===== src/rtl/mux4_rr_arbiter.sv =====
// rtl/mux4_rr_arbiter.sv - round-robin arbiter sharing a 4:1 one-bit mux path with bounded hold
// Optional MUX_ARB_FIXED_PRIO_EN: arbitration always searches from index 0 (lowest index wins).
module mux4_rr_arbiter #(
    parameter int HOLD_CYCLES = 4
) (
    input  logic       clk,
    input  logic       reset_n,
    input  logic [3:0] req,
    input  logic [3:0] in_data,
    output logic [3:0] grant,
    output logic [1:0] sel,
    output logic       busy,
    output logic       out,
    output logic       out_valid
);

    localparam logic [0:0] IDLE = 1'b0;
    localparam logic [0:0] BUSY = 1'b1;
    localparam logic [7:0] HOLD_LAST = 8'(HOLD_CYCLES - 1);

    logic [0:0] state;
    logic [7:0] hold_count;
    logic [1:0] arb_start;
    logic [1:0] winner;
    logic       hold_done;
    logic       rearb;

`ifndef MUX_ARB_FIXED_PRIO_EN
    logic [1:0] last;
`endif

    function automatic logic [1:0] pick(input logic [3:0] r, input logic [1:0] start);
        logic [1:0] idx;
        logic       found;
        pick  = start;
        found = 1'b0;
        for (int i = 0; i < 4; i++) begin
            idx = start + 2'(i);
            if (!found && r[idx]) begin
                pick  = idx;
                found = 1'b1;
            end
        end
    endfunction

    // While busy, last equals sel, so last+1 covers both the idle and re-arbitration searches.
    always_comb begin
`ifdef MUX_ARB_FIXED_PRIO_EN
        arb_start = 2'd0;
`else
        arb_start = last + 2'd1;
`endif
        winner    = pick(req, arb_start);
        hold_done = !req[sel] || (hold_count == HOLD_LAST);
        rearb     = (state == IDLE) || hold_done;
    end

    assign busy = |grant;

    always_ff @(posedge clk) begin
        if (!reset_n) begin
            state      <= IDLE;
            grant      <= 4'b0000;
            sel        <= 2'd0;
            out        <= 1'b0;
            out_valid  <= 1'b0;
            hold_count <= 8'd0;
`ifndef MUX_ARB_FIXED_PRIO_EN
            last       <= 2'd3;
`endif
        end else begin
            out       <= in_data[sel];
            out_valid <= busy;
            if (rearb) begin
                hold_count <= 8'd0;
                if (|req) begin
                    state <= BUSY;
                    grant <= 4'b0001 << winner;
                    sel   <= winner;
`ifndef MUX_ARB_FIXED_PRIO_EN
                    last  <= winner;
`endif
                end else begin
                    state <= IDLE;
                    grant <= 4'b0000;
                end
            end else begin
                hold_count <= hold_count + 8'd1;
            end
        end
    end

endmodule


===== config.mk =====
export PLATFORM = sky130hd
export DESIGN_NAME = mux4_rr_arbiter
export DESIGN_NICKNAME = d
export VERILOG_FILES = /design/src/rtl/mux4_rr_arbiter.sv
export SDC_FILE = /design/constraint.sdc
export NUM_CORES = 1
export LEC_CHECK = 0
export ABC_AREA = 1
export CELL_PAD_IN_SITES_DETAIL_PLACEMENT = 0
export CELL_PAD_IN_SITES_GLOBAL_PLACEMENT = 1
export CORE_UTILIZATION = 49
export CTS_BUF_LIST = sky130_fd_sc_hd__clkbuf_2 sky130_fd_sc_hd__clkbuf_4 sky130_fd_sc_hd__clkbuf_8
export DETAILED_ROUTE_END_ITERATION = 6
export DONT_BUFFER_PORTS = 1
export HOLD_SLACK_MARGIN = 0.03
export PLACE_DENSITY = 0.85
export SYNTH_ARGS = -nofsm -noshare
export SYNTH_HDL_FRONTEND = slang
export SYNTH_SLANG_ARGS = --single-unit

===== constraint.sdc =====
create_clock -name clk -period 2.5 [get_ports clk]
set_clock_uncertainty 0.15 [all_clocks]
set_input_delay 0.5 -clock clk [delete_from_list [all_inputs] [get_ports clk]]
set_output_delay 0.5 -clock clk [all_outputs]
set_load 0.03 [all_outputs]

==> out/metrics.cfg <==
[logic_synthesis]
synthDistinctLibCells = 28
synth.most_common_cell = nand2_1
ys.flop_type = dfxtp_1
synth_edf_count = 0
synth_top_area_share_pct = 33.1
syn_area_per_cell_um2 = 6.84
yosysWarnings = 0
syn_nets = 179
async_flop_share_pct = 0
synth-seq-cells = 19
synth.area.top_cells = dfxtp_1 33%, nand2_1 15%, nand2_2 9.8%
yosysSeqAreaShare_pct = 33.1
syn_area_mm2 = 0.00115
netlist_instances = 168
synth_common_cells = 45 x nand2_1, 19 x dfxtp_1, 18 x inv_1, 18 x nand2_2, 13 x nor2_1
yosysTopAreaCell = dfxtp_1

[die]
dieHeight_um = 50.4
core_area_mm2 = 0.00221
dieArea_mm2 = 0.00254
die_w_um = 50.4
initial_core_util_pct = 52.0
row_count = 17
ioPinCount = 19

[timing]
slew_headroom_pct = 69.2
fin_setup_tns_ns = 0
rsz0062_at_grt = no
fin_crit_sh_pct = 84.4
final-max-slew-violation-count = 0
setup-violations-final = 0
worst_pin_slew_ns = 0.461
period_minus_slack_ns = 2.11
fmax_ghz = 0.474
hold_violations = 0

[route]
routedWlPerCell_um = 11.0
routed-wl-met3_um = 152
num_vias = 1025
wl_met2_um = 908
drtPass1Iterations = 4
drt-met1-wl_um = 1110
drc = 0
top_layer_used = met4
drt_iter0_markers = 15
wirelength_um = 2190
drt-vias-per-instance = 5.15
ant_nets = 0

[place]
hpwl_um = 1780
gp_congestion = 0.833
port_buffers = 0
dpl_cell_area_mm2 = 0.00117

[cts]
cts_made_buffers = 3
cts_tree = yes
cts_resized = 0
root_buffer = clkbuf_4
clk_pin_slew_ns = 0.10
cts_max_level = 1
post_cts_buffers = 0
clock_sink_count = 19
clockBufferDepth = 2
clkLatencyLatePin_ns = 0.29
cts_hold_buf = 0

[grt]
grt_max_degree = 12
antenna_found_initial = 0
grt_pass1_wl_um = 3860
grt.total_usage_pct = 20.2
grt_pass1_vias = 931
overflow = 0

[setup_path]
max_stage_delay_ns = 0.74
cp-start-kind = register
cp_max_fo = 3
crit_slowest_cell = or4_1
critPathArrivalTime_ns = 1.46
crit_buf_inv = 0
cp-end-kind = primary output
crit_type = reg2out
crit_family = simple AND/OR/NAND/NOR gates
path_cells = or4_1
required_ns = 1.85

[finish]
diodes = 0
syn_to_final_growth_pct = 4.35
drive_gt1_share_pct = 21.1
fin_nets = 183
final_cell_area_mm2 = 0.00120
fillers = 231

[power_and_ir_drop]
irDropWorstVdd_mv = 0.731
cellLeakagePower_nw = 0.567
power.density_mw_per_mm2 = 1220

[hold_path]
min_path_type = in2reg

[run]
maxCapViolCount = 0

[outcome]
status = finished, final reports clean

==> power by group <==
part	total (mW)	internal, mW	switching [mW]
clock	0.150	0.0595	0.0904
sequential	0.534	0.375	0.159
combinational	0.775	0.256	0.520
==> per-stage QoR <==
stage | std cells | hold slack [ns] | setup slack, ns | power, mW | util [%]
finish | 199 | 0.180 | 0.391 | 1.46 | 54.2
CTS | 199 | 0.167 | 0.374 | 1.47 | 54.2
detailed placement | 195 | 0.290 | 0.686 | 1.32 | 53.0
floorplan | 168 | 0.268 | 0.732 | 1.21 | -
global placement | 195 | 0.276 | 0.694 | 1.31 | 53.0
global route | 199 | 0.157 | 0.343 | 1.58 | 54.2
==> cell type report <==
type | count | area [um2] | share of cell area [%]
tap | 28 | 35.0 | 2.92
clock inverter | 1 | 5.00 | 0.417
multi-input combinational | 125 | 661 | 55.1
inverter | 21 | 81.3 | 6.78
sequential | 19 | 380 | 31.7
clock buffer | 3 | 22.5 | 1.88
timing repair buffer | 2 | 15.0 | 1.25
==> logic make-up after synthesis <==
family / after synthesis / share of synthesized area [%]
and+or+nand+nor: 105 / 45.8
buffers and inverters: 24 / 9.47
adders and majority gates: 1 / 1.09
DFF: 19 / 33.1
AOI/OAI and AO/OA: 17 / 9.03
xor gates and xnor gates: 2 / 1.52
==> cells in the final DEF, fill, tap and decap left out, drive strengths merged <==
master / Yosys / final
nand2: 67 / 67
inv: 21 / 21
dfxtp: 19 / 19
nor2: 16 / 16
nand3: 12 / 12
a21oi: 7 / 7
o21ai: 7 / 7
clkbuf: 0 / 3
nor3: 3 / 3
xor2: 2 / 2
nand4: 2 / 2
o21a: 2 / 2
nor3b: 2 / 2
buf: 3 / 2
or4: 1 / 1
nor4: 1 / 1
and2: 1 / 1
o211ai: 1 / 1
ha: 1 / 1
clkinv: 0 / 1
==> registers in the layout, indices dropped and copies added (netlist names) <==
| signal | flops |
|---|---|
| hold_count | 8 |
| grant | 4 |
| last | 2 |
| sel | 2 |
| out | 1 |
| out_valid | 1 |
| state | 1 |
==> final timing paths <==
path / from / to / slack [ns] / depth (start not counted)
max: grant[0] / busy / 0.39 / 1
max reg2reg: last[0] / grant[3] / 0.66 / 12
min reg2reg: hold_count[0] / hold_count[0] / 0.30 / 1
min: reset_n / out_valid / 0.18 / 1
==> metal layers <==
layer  vias up  global-route usage, %
met4         0                   7.87
met1       454                   28.5
met5         -                      0
met2        28                   28.7
li1        539                      -
met3         4                   5.76
Power figures use the tool's default switching activity.
